File: src/rtl/instr_fetch_unit_pkg.sv
// Shared fetch types: the entry bundle handed to decode
// and the sequential fetch stride.
package instr_fetch_unit_pkg;

  localparam logic [31:0] FETCH_STEP = 32'd4;

  typedef struct packed {
    logic [31:0] instr;
    logic [31:0] pc;
    logic        misaligned;
  } fetch_entry_t;

endpackage

File: src/rtl/fetch_fifo.sv
// Prefetch FIFO of fetch entries.
// Ports: push/pop/wdata/rdata, flush (optionally loading
// wdata as the sole entry), count/full/empty status.
module fetch_fifo
  import instr_fetch_unit_pkg::*;
#(
  parameter int unsigned DEPTH = 2
) (
  input  logic                   clk,
  input  logic                   rst_n,
  input  logic                   push_i,
  input  logic                   pop_i,
  input  logic                   flush_i,
  input  logic                   load_i,
  input  fetch_entry_t           wdata_i,
  output fetch_entry_t           rdata_o,
  output logic [$clog2(DEPTH):0] count_o,
  output logic                   full_o,
  output logic                   empty_o
);

  localparam int unsigned PW = $clog2(DEPTH);
  localparam logic [PW:0] FULL_CNT = (PW+1)'(DEPTH);

  fetch_entry_t  mem_q [DEPTH];
  logic [PW-1:0] wr_ptr_q, wr_ptr_d;
  logic [PW-1:0] rd_ptr_q, rd_ptr_d;
  logic [PW:0]   count_q, count_d;
  logic          we;
  logic [PW-1:0] waddr;
  logic          do_push;
  logic          do_pop;

  assign full_o  = count_q == FULL_CNT;
  assign empty_o = count_q == '0;
  assign count_o = count_q;
  assign rdata_o = mem_q[rd_ptr_q];
  assign do_push = push_i && !full_o;
  assign do_pop  = pop_i && !empty_o;

  // Flush wins over push/pop; with load it leaves
  // exactly one entry (the misaligned report).
  always_comb begin
    wr_ptr_d = wr_ptr_q;
    rd_ptr_d = rd_ptr_q;
    count_d  = count_q;
    we       = 1'b0;
    waddr    = wr_ptr_q;
    if (flush_i) begin
      rd_ptr_d = '0;
      waddr    = '0;
      we       = load_i;
      wr_ptr_d = load_i ? PW'(1) : '0;
      count_d  = load_i ? (PW+1)'(1) : '0;
    end else begin
      we = do_push;
      if (do_push) wr_ptr_d = wr_ptr_q + PW'(1);
      if (do_pop)  rd_ptr_d = rd_ptr_q + PW'(1);
      count_d = count_q + (PW+1)'(do_push)
                        - (PW+1)'(do_pop);
    end
  end

  always_ff @(posedge clk) begin
    if (!rst_n) begin
      wr_ptr_q <= '0;
      rd_ptr_q <= '0;
      count_q  <= '0;
    end else begin
      wr_ptr_q <= wr_ptr_d;
      rd_ptr_q <= rd_ptr_d;
      count_q  <= count_d;
    end
  end

  always_ff @(posedge clk) begin
    if (we) mem_q[waddr] <= wdata_i;
  end

endmodule

File: src/rtl/instr_fetch_unit.sv
// Instruction fetch unit: single-outstanding memory reads
// into a prefetch FIFO, redirect flush, misaligned report.
// Ports: mem_rd_o/mem_addr_o/mem_data_i/mem_ack_i memory,
// redirect_i/redirect_pc_i control, instr_* decode handshake.
module instr_fetch_unit
  import instr_fetch_unit_pkg::*;
#(
  parameter logic [31:0] RESET_VECTOR = 32'h0000_0000,
  parameter int unsigned FIFO_DEPTH   = 2
) (
  input  logic        clk,
  input  logic        rst_n,
  output logic        mem_rd_o,
  output logic [31:0] mem_addr_o,
  input  logic [31:0] mem_data_i,
  input  logic        mem_ack_i,
  input  logic        redirect_i,
  input  logic [31:0] redirect_pc_i,
  output logic        instr_valid_o,
  input  logic        instr_ready_i,
  output logic [31:0] instr_o,
  output logic [31:0] pc_o,
  output logic        fetch_misaligned_o
);

  localparam int unsigned CW = $clog2(FIFO_DEPTH) + 1;
  localparam logic [31:0] RV_ALIGNED =
    {RESET_VECTOR[31:2], 2'b00};

  typedef enum logic [1:0] {
    S_REQ,
    S_IDLE,
    S_DROP,
    S_HALT
  } state_e;

  state_e        state_q, state_d;
  logic [31:0]   fetch_pc_q, fetch_pc_d;
  logic [31:0]   mem_addr_q, mem_addr_d;
  logic          req_en_q, req_en_d;
  logic          halt_pend_q, halt_pend_d;

  logic          push;
  logic          pop;
  logic          flush;
  logic          load;
  logic          req_out;
  logic          ack;
  logic          misal;
  fetch_entry_t  wdata;
  fetch_entry_t  head;
  logic [CW-1:0] count;
  logic          full;
  logic          empty;

  // req_en_q keeps the bus quiet in the reset cycle
  // while the state register already says REQ.
  assign req_out = req_en_q &&
                   (state_q == S_REQ || state_q == S_DROP);
  assign ack     = req_out && mem_ack_i;
  assign pop     = !empty && instr_ready_i;
  assign misal   = redirect_pc_i[1:0] != 2'b00;

  assign mem_rd_o           = req_out;
  assign mem_addr_o         = mem_addr_q;
  assign instr_valid_o      = !empty;
  assign instr_o            = empty ? '0 : head.instr;
  assign pc_o               = empty ? '0 : head.pc;
  assign fetch_misaligned_o = !empty && head.misaligned;

  always_comb begin
    wdata = '{instr: mem_data_i,
              pc: fetch_pc_q,
              misaligned: 1'b0};
    if (load) begin
      wdata = '{instr: 32'h0,
                pc: redirect_pc_i,
                misaligned: 1'b1};
    end
  end

  always_comb begin
    state_d     = state_q;
    fetch_pc_d  = fetch_pc_q;
    halt_pend_d = halt_pend_q;
    req_en_d    = 1'b1;
    push        = 1'b0;
    flush       = 1'b0;
    load        = 1'b0;
    if (redirect_i) begin
      flush      = 1'b1;
      load       = misal;
      fetch_pc_d = {redirect_pc_i[31:2], 2'b00};
      // An unacked request must still be absorbed
      // before the new target can be fetched.
      if (req_out && !mem_ack_i) begin
        state_d     = S_DROP;
        halt_pend_d = misal;
      end else begin
        state_d     = misal ? S_HALT : S_REQ;
        halt_pend_d = 1'b0;
      end
    end else begin
      unique case (state_q)
        S_REQ: begin
          if (ack) begin
            push       = 1'b1;
            fetch_pc_d = fetch_pc_q + FETCH_STEP;
            if (!(count < CW'(FIFO_DEPTH - 1)) && !pop)
              state_d = S_IDLE;
          end
        end
        S_IDLE: begin
          if (pop || !full) state_d = S_REQ;
        end
        S_DROP: begin
          if (ack) begin
            state_d     = halt_pend_q ? S_HALT : S_REQ;
            halt_pend_d = 1'b0;
          end
        end
        S_HALT: state_d = S_HALT;
        default: state_d = S_REQ;
      endcase
    end
  end

  // The bus address stays on the abandoned request
  // while dropping, otherwise it tracks fetch_pc.
  always_comb begin
    mem_addr_d = fetch_pc_d;
    if (state_d == S_DROP) mem_addr_d = mem_addr_q;
  end

  always_ff @(posedge clk) begin
    if (!rst_n) begin
      state_q     <= S_REQ;
      fetch_pc_q  <= RV_ALIGNED;
      mem_addr_q  <= RV_ALIGNED;
      req_en_q    <= 1'b0;
      halt_pend_q <= 1'b0;
    end else begin
      state_q     <= state_d;
      fetch_pc_q  <= fetch_pc_d;
      mem_addr_q  <= mem_addr_d;
      req_en_q    <= req_en_d;
      halt_pend_q <= halt_pend_d;
    end
  end

  fetch_fifo #(
    .DEPTH(FIFO_DEPTH)
  ) u_fifo (
    .clk     (clk),
    .rst_n   (rst_n),
    .push_i  (push),
    .pop_i   (pop),
    .flush_i (flush),
    .load_i  (load),
    .wdata_i (wdata),
    .rdata_o (head),
    .count_o (count),
    .full_o  (full),
    .empty_o (empty)
  );

endmodule
File: config.mk
export PLATFORM = sky130hd
export DESIGN_NAME = instr_fetch_unit
export DESIGN_NICKNAME = d
export VERILOG_FILES = /design/src/rtl/instr_fetch_unit_pkg.sv /design/src/rtl/fetch_fifo.sv /design/src/rtl/instr_fetch_unit.sv
export SDC_FILE = /design/constraint.sdc
export NUM_CORES = 1
export LEC_CHECK = 0
export ABC_AREA = 0
export CORE_MARGIN = 10
export CORE_UTILIZATION = 40
export DETAILED_ROUTE_END_ITERATION = 6
export PLACE_DENSITY = 0.75
export REMOVE_ABC_BUFFERS = 1
export SLEW_MARGIN = 0
export SYNTH_ARGS = -nofsm -noshare
export SYNTH_HDL_FRONTEND = slang
export SYNTH_SLANG_ARGS = --single-unit
File: constraint.sdc
create_clock -name clk -period 17.65 [get_ports clk]
set_input_delay 3.53 -clock clk [delete_from_list [all_inputs] [get_ports clk]]
set_output_delay 3.53 -clock clk [all_outputs]
set_load 0.02 [all_outputs]
Word level (Yosys, flattened, before mapping)
Memory sizes are Yosys's and may differ from the RTL's. A register that Yosys moved wholly into a read port is not among the register bits. Cells that the tools add are included.

$add $sub $neg: 5. Bitwise logic cells: 1. Reductions and logical operators: 23. $mul: 0. Shifts and indexed selects: 0. Multiplexer cells: 36. Div/mod/pow operators: 0. Magnitude comparators: 1. Equal/unequal tests: 5.

Operators with widths (count): 32-bit two-way mux (5); 65-bit two-way mux (1); 32-bit by 3-bit adder with 32-bit output, second input constant (1); 1-bit two-way mux (20); 2-bit two-way mux (9); 2-bit equality test, second input constant (4); 1-bit logical AND (8); 2-bit one-hot mux with 4 select lines (1); 2-bit nonzero test (4); 1-bit zero test (5); 2-bit zero test (2); 1-bit adder, second input constant (2); 2-bit by 1-bit adder with 2-bit output (1); 2-bit by 1-bit equality test with 1-bit output, second input constant (1); 1-bit logical OR (2); 2-bit by 1-bit < comparator with 1-bit output, second input constant (1); 2-bit AND reduction (1); 2-bit OR reduction (1); 2-bit by 1-bit subtractor with 2-bit output (1); 1-bit inverter (1).

Memories kept: 1. Register bits after elaboration: 72. Output and inout port bits: 99. RAM bits: 130. Bits of input ports: 69. Memory bits (read-only): 0. Latch bits: 0.

Memory list: u_fifo.mem_q (words 2, bits a word 65, read ports 1, clocked after memory_dff 1, write ports 1, line fetch_fifo.sv:25) `fetch_entry_t mem_q [DEPTH];`.

Depth between registers and ports, before layout
Gate-level depths: netlist (run 1).

Depth in word-level cells: 11. Mapped depth: 9.

Hierarchy
A second synthesis (run 1) with hierarchy kept.

Cell total of the unflattened synthesis: 818. Area total of the unflattened synthesis: 9391.5 sq um.

Modules (own cells, without submodules): fetch_fifo (sequential area each 4003.8 sq um, area an instance 5149.9 sq um, cells an instance 230, times used 1); instr_fetch_unit (sequential area each 1361.3 sq um, area an instance 4241.6 sq um, cells an instance 588, times used 1).

Worst setup path before layout (run 1)
No wires, ideal clock.

Kind: input to register. Start: input port redirect_i. End: memory u_fifo.mem_q[0][0] in the netlist's numbering (enable). Path slack: 7907 ps. Stages: 5. Library setup time: 585 ps. Data arrival time: 9158 ps. Path buffers: 4. Required time: 17065 ps. Cell sequence: clkbuf_1 > buf_1 > buf_2 > clkbuf_1 > o31ai_1.

Longest elaborated chain between the ends: 5.

RTL lines: start, declared (line instr_fetch_unit.sv:17) `input logic redirect_i,`; 1-bit two-way mux (line instr_fetch_unit.sv:90) `if (redirect_i) begin`; 1-bit logical AND (line fetch_fifo.sv:38) `assign do_push = push_i && !full_o;`; 1-bit two-way mux (line fetch_fifo.sv:49) `if (flush_i) begin`; 1-bit two-way mux (line fetch_fifo.sv:77) `if (we) mem_q[waddr] <= wdata_i;`; 1-bit two-way mux (not written as such) (line fetch_fifo.sv:77); end, declared (line fetch_fifo.sv:25).

Parallel ways exist; a longest one is shown, timed or not.

==> impl_metrics.csv, run 1 <==
group,metric,value,unit
worst_setup_path,cp-start-kind,"flip-flop",
cts,clk_pin_slew,60,ps
detailed_routing,viasPerCell,5.183,
floorplanning,io_pins,168,
yosys,avgSynthCellArea,11.16,um2
place,place_inst,1207,
cts,cts_root_buffer,"clkbuf_16",
detailed_routing,vias,6474,
place,portBuffers,167,
grt,grt_max_degree,66,
sta,max_clock_freq,158.1,MHz
sta,fin_setup_tns,0,ps
sta,finClkSkew,12.62,ps
sta,post-route-period-util,35.84,%
grt,grt_busiest_layer,"met2",
cts,cts_buffer_depth,3,
detailed_routing,drt_wl_total,22980,um
cts,clk_latency,500,ps
sta,setup_slack,11320,ps
place,placed_area,0.01083,mm2
final_layout,stdcell_count,1249,
sta,grt_setup_unrepaired,"false",
place,hpwlAfterDp,15330,um
worst_setup_path,crit_type,"reg -> out",
grt,grt_antenna_before_repair,1,
worst_setup_path,worst_setup_path_end_kind,"output port",
pwr,power_density,100.3,mW/mm2
cts,ctsHtreeMaxLevel,1,
place,gp_congestion,0.8062,
worst_setup_path,cpLargestDelayFamily,"buffers and inverters",
pwr,ir_drop,0.05898,mV
cts,cts.sinks,203,
grt,met3_usage,4.423,%
yosys,ys_seq_area_share,60.30,%
worst_setup_path,cp.arrival,2800,ps
floorplanning,core-area,0.02182,mm2
cts,cts_buffers,23,
cts,ctsResizeCount,0,
floorplanning,rows,54,
sta,whs,453.3,ps
place,dp_slack,11070,ps
job,drv_cap,0,
detailed_routing,final_antenna_net_count,0,
run_status,status,"finished clean",
pwr,cellLeakagePower,4.159,nW
grt,grt.total_usage,15.35,%
yosys,synth_ff_type,"edfxtp_1",
grt,met2_usage,24.94,%
worst_hold_path,hp-class,"reg -> reg",
worst_setup_path,crit_chain,"buf_4, mux2i_1, nor2_1, clkdlybuf4s50_1",
yosys,synthArstFlopShare,0,%
grt,grt-ovfl-total,0,
cts,cts_tree,"done",
sta,max-slew-margin-rel,16.63,%
worst_setup_path,critPathMaxFanout,65,
worst_setup_path,slowest_stage,"buf_4",
worst_setup_path,worstPathRequired,14120,ps
cts,cts-hold-fix-buffers,0,
detailed_routing,first_pass_iters,5,
floorplanning,die_area,0.02861,mm2
sta,setup_viol,0,
final_layout,nets,1024,
detailed_routing,drt_iter0_drc,401,
floorplanning,die_h,169.1,um
final_layout,nFillCells,1921,
detailed_routing,wl_per_cell,18.39,um
yosys,synth-seq-cells,203,
yosys,syn_inst,797,
floorplanning,die_w,169.1,um
grt,use_met1,19.74,%
worst_setup_path,crit_buf_inv,2,
detailed_routing,drc,0,
yosys,synth_area,0.008897,mm2
cts,cts_setup_buffers,0,
yosys,ys_warn_count,0,
sta,finalHoldViolCount,0,
sta,worst_slew_pin_slew,1251,ps
grt,grt_pass1_wl,35610,um
yosys,synth-edff-count,130,
sta,drv_slew,0,
final_layout,syn_to_final_growth,29.32,%
worst_setup_path,critPathMaxStageDelay,790,ps
floorplanning,start_util,40.77,%
grt,grt_pass1_vias,6417,
sta,fin_crit,6325,ps
final_layout,post_route_cells_drive_above_1_share,6.508,%
yosys,synth_cell_types,59,
final_layout,final_area,0.01151,mm2
state kept, by name, summed over array words and instances (netlist names), named ones only:
register	flops
u_fifo.mem_q	130
u_fifo.rd_ptr_q	1
u_fifo.count_o	2
u_fifo.wr_ptr_q	1
fetch_pc_q	32
halt_pend_q	1
mem_addr_o	32
state_q	2
req_en_q	1
final timing paths:
check                   end  cells after the start  slack [ps]         startpoint
max                pc_o[26]                      4       11320          flip-flop
min reg2reg  mem_addr_o[16]                      2         450     mem_addr_o[16]
max reg2reg  mem_addr_o[30]                      6       14690  u_fifo.count_o[0]
min          mem_addr_o[16]                      2         450     mem_addr_o[16]
power by group:
part           internal, W  switching [W]
Sequential        0.000536      0.0000146
Combinational    0.0000791       0.000101
Clock             0.000246       0.000177
Total             0.000862       0.000293
through the flow:
step / total power [W] / utilization [%]
4_1_cts: 0.001168 / 52.71
3_3_place_gp: 0.0007387 / 49.63
6_report: 0.001154 / 52.72
2_1_floorplan: 0.0006542 / -
3_5_place_dp: 0.0007429 / 49.63
5_1_grt: 0.001205 / 52.71
worst register-to-register path, stage by stage (launching register included):
cell      delay (ps)
dfxtp_1          360
nor2_4           710
inv_1            190
o211ai_1         200
and3_1           780
nor2_1           290
a32o_1           320
cells in the mapped netlist (6+ instances only):
| library cell | count | area, um2 |
|---|---|---|
| nor3_1 | 7 | 35.03 |
| o2bb2ai_1 | 6 | 52.55 |
| and2_1 | 37 | 231.5 |
| and3_1 | 17 | 106.4 |
| and4_1 | 11 | 96.34 |
| nand2b_1 | 10 | 62.56 |
| dfxtp_1 | 73 | 1461 |
| o21ai_0 | 21 | 105.1 |
| a21o_1 | 7 | 52.55 |
| a31oi_1 | 9 | 56.30 |
| nand4_1 | 8 | 50.05 |
| nand3_1 | 11 | 55.05 |
| nor2_1 | 102 | 382.9 |
| mux2i_1 | 71 | 710.7 |
| xnor2_1 | 8 | 70.07 |
| inv_1 | 12 | 45.04 |
| nand2_1 | 115 | 431.7 |
| a32o_1 | 6 | 60.06 |
| nor2b_1 | 7 | 43.79 |
| edfxtp_1 | 130 | 3904 |
| clkbuf_1 | 25 | 93.84 |
| o211ai_1 | 6 | 45.04 |
| a21oi_1 | 16 | 80.08 |
| xor2_1 | 6 | 52.55 |
| buf_1 | 15 | 56.30 |
cell usage in the layout (no fill, tap or decap), types with 3 or more instances in the layout:
cell type	instances
clkbuf_16	23
a31o_2	4
mux2i_1	71
nand3_1	11
buf_4	10
a21o_1	7
nand2_1	115
clkdlybuf4s50_1	166
nor2_1	101
and2_1	36
and4_1	11
o211ai_1	6
nor3_1	7
a32o_1	6
o21ai_0	21
clkinv_1	6
o2bb2ai_1	6
nand4_1	8
ha_1	3
o22a_1	4
edfxtp_1	130
a311oi_1	3
nor4_1	3
and3_1	17
o21ai_1	3
a21oi_1	16
nand2b_1	10
a211oi_1	5
clkinv_2	4
nor2b_1	7
inv_1	12
dfxtp_1	72
xor2_1	6
clkbuf_1	5
xnor2_1	8
a31oi_1	9
layer usage:
metal	wire [um]	share of wire, %	up-vias
met4	382	1.7	0
li1	-	-	3177
met2	10730	47	197
met3	1829	8.0	25
met1	10030	44	3075
met5	0	0	-
cell type report:
| class | count | area, um2 | area share (%) |
|---|---|---|---|
| clock inverters | 11 | 50.05 | 0.4350 |
| inverters | 12 | 45.04 | 0.3915 |
| flip-flops and latches | 203 | 5369 | 46.66 |
| repair buffers | 177 | 1742 | 15.14 |
| multi-input cells | 535 | 3326 | 28.90 |
| clock buffers | 30 | 621.8 | 5.405 |
| diodes | 1 | 2.502 | 0.02175 |
| well taps | 280 | 350.3 | 3.045 |
cell families (layout without fill, tap and decap cells):
logic type,Yosys count,after routing,synth area share (%)
mux,71,71,7.988
simple gates,344,344,19.11
fa+ha+maj,3,3,0.4219
other cells,0,1,0
compound gates,103,103,8.086
xor+xnor,14,14,1.378
buf+inv,59,230,2.714
flops,203,203,60.30
Note: power is estimated with default switching activity, not from simulation.
==> inputs of run 2 (changes only) <==
Clock period 17.65 ns to 6.6 ns, I/O delays scaled along.
==> run 2 against run 1 <==
Net effect: count of clock-buffer cells in the layout shrank 3; first-iteration DRC count is 13% higher; global-route usage down 0.15 points; sequential power grew to 2.7 times the previous value; largest power group unchanged; routed wire length is 0.61% lower; setup slack got worse by 8800 ps; worst hold slack improved by 6.0 ps; clock skew down 5.0 ps; core utilization is the same.
==> impl_metrics.csv, run 2 (synthesis gave the netlist of run 1 again) <==
group,metric,value,unit
cts,clk_pin_slew,60,ps
detailed_routing,wl_per_cell,18.39,um
place,hpwlAfterDp,15150,um
worst_setup_path,critPathMaxFanout,45,
cts,cts_tree,"done",
sta,setup_viol,0,
floorplanning,die_h,169.1,um
sta,worst_slew_pin_slew,1258,ps
run_status,status,"finished clean",
detailed_routing,vias,6461,
worst_setup_path,cp.arrival,4210,ps
cts,cts_setup_buffers,0,
final_layout,top_register,"u_fifo.mem_q",
pwr,cellLeakagePower,4.161,nW
place,placed_area,0.01080,mm2
floorplanning,core-area,0.02182,mm2
floorplanning,rows,54,
pwr,ir_drop,0.1823,mV
sta,finClkSkew,7.609,ps
floorplanning,start_util,40.77,%
job,drv_cap,0,
cts,cts_buffer_depth,3,
place,gp_congestion,0.7720,
final_layout,nFillCells,1906,
detailed_routing,viasPerCell,5.202,
final_layout,nets,1018,
sta,max_clock_freq,244.7,MHz
grt,grt.total_usage,15.20,%
final_layout,mostFrequentLayoutCell,"clkdlybuf4s50_1",
floorplanning,die_area,0.02861,mm2
sta,fin_crit,4087,ps
grt,grt_pass1_wl,35290,um
cts,ctsHtreeMaxLevel,1,
floorplanning,die_w,169.1,um
detailed_routing,first_pass_iters,5,
pwr,fin_total_pwr,0.003154,W
grt,grt-ovfl-total,0,
floorplanning,io_pins,168,
grt,grt_max_degree,66,
cts,cts-hold-fix-buffers,0,
sta,setup_slack,2513,ps
worst_setup_path,cp-start-kind,"input pin",
final_layout,post_route_cells_drive_above_1_share,6.556,%
sta,max-slew-margin-rel,15.47,%
worst_setup_path,worstPathRequired,6730,ps
worst_hold_path,hp-class,"reg -> reg",
detailed_routing,drt_wl_total,22840,um
sta,whs,459.3,ps
cts,cts.sinks,203,
sta,grt_setup_unrepaired,"false",
grt,grt_antenna_before_repair,1,
detailed_routing,drc,0,
final_layout,final_cell_mix,"clkdlybuf4s50_1 (166), edfxtp_1 (130), nand2_1 (115)",
sta,drv_slew,0,
cts,clk_latency,500,ps
final_layout,syn_to_final_growth,29.32,%
place,dp_slack,1981,ps
worst_setup_path,worst_setup_path_end_kind,"flip-flop",
place,portBuffers,167,
pwr,power_density,274.1,mW/mm2
detailed_routing,drt_iter0_drc,454,
cts,ctsResizeCount,0,
grt,grt_pass1_vias,6445,
final_layout,final_area,0.01151,mm2
detailed_routing,final_antenna_net_count,0,
cts,cts_buffers,21,
worst_setup_path,crit_type,"in -> reg",
cts,cts_root_buffer,"clkbuf_16",
sta,finalHoldViolCount,0,
final_layout,fin_util,52.72,%
sta,post-route-period-util,61.92,%
final_layout,largest_register_ff_count,130,
==> run 2: cell types whose count changed in the layout (fill, tap and decap cells not counted), sizes merged <==
cell,before,now
buf,11,7
clkinv,10,7
clkbuf,30,27
bufinv,0,3
inv,12,13
clkinvlp,1,0
==> run 2: layout make-up <==
type	instances	area [um2]	share of cell area (%)
Sequential cell	203	5369	46.66
Multi-Input combinational cell	535	3326	28.90
Timing Repair Buffer	173	1712	14.88
Clock buffer	27	568.0	4.937
Tap cell	280	350.3	3.045
Clock inverter	11	133.9	1.164
Inverter	12	45.04	0.3915
Antenna cell	1	2.502	0.02175
==> run 2: per-stage QoR <==
stage	setup TNS (ps)	cells
2_1_floorplan	-37110	750
3_3_place_gp	0	1203
3_5_place_dp	0	1203
4_1_cts	0	1241
5_1_grt	0	1242
6_report	0	1242
==> run 2: critical path, stage by stage <==
cell,delay (ps)
clkdlybuf4s50_1,630
and4bb_2,350
o21ai_0,230
o31ai_4,940
buf_4,700
==> run 2: power breakdown <==
| part | total, W | switching, W | leakage [nW] | internal (W) |
|---|---|---|---|---|
| Clock | 0.00120 | 0.000472 | 0.352 | 0.000727 |
| Combinational | 0.000473 | 0.000263 | 1.97 | 0.000210 |
| Sequential | 0.00148 | 0.0000479 | 1.84 | 0.00143 |
| Total | 0.00315 | 0.000782 | 4.16 | 0.00237 |
==> run 2: final timing paths <==
check	startpoint	endpoint	slack [ps]	cells past startpoint
max	mem_ack_i	u_fifo.mem_q[0][34]	2510	5
max reg2reg	u_fifo.count_o[0]	mem_addr_o[30]	3240	7
min reg2reg	mem_addr_o[10]	mem_addr_o[10]	460	2
min	mem_addr_o[10]	mem_addr_o[10]	460	2
==> run 2: layer usage <==
| metal | up-vias | GRT usage [%] | share of wire [%] |
|---|---|---|---|
| li1 | 3150 | - | - |
| met1 | 3090 | 19.35 | 43 |
| met2 | 188 | 25.26 | 48 |
| met3 | 33 | 3.682 | 6.4 |
| met4 | 0 | 4.165 | 2.4 |
| met5 | - | 0 | 0 |
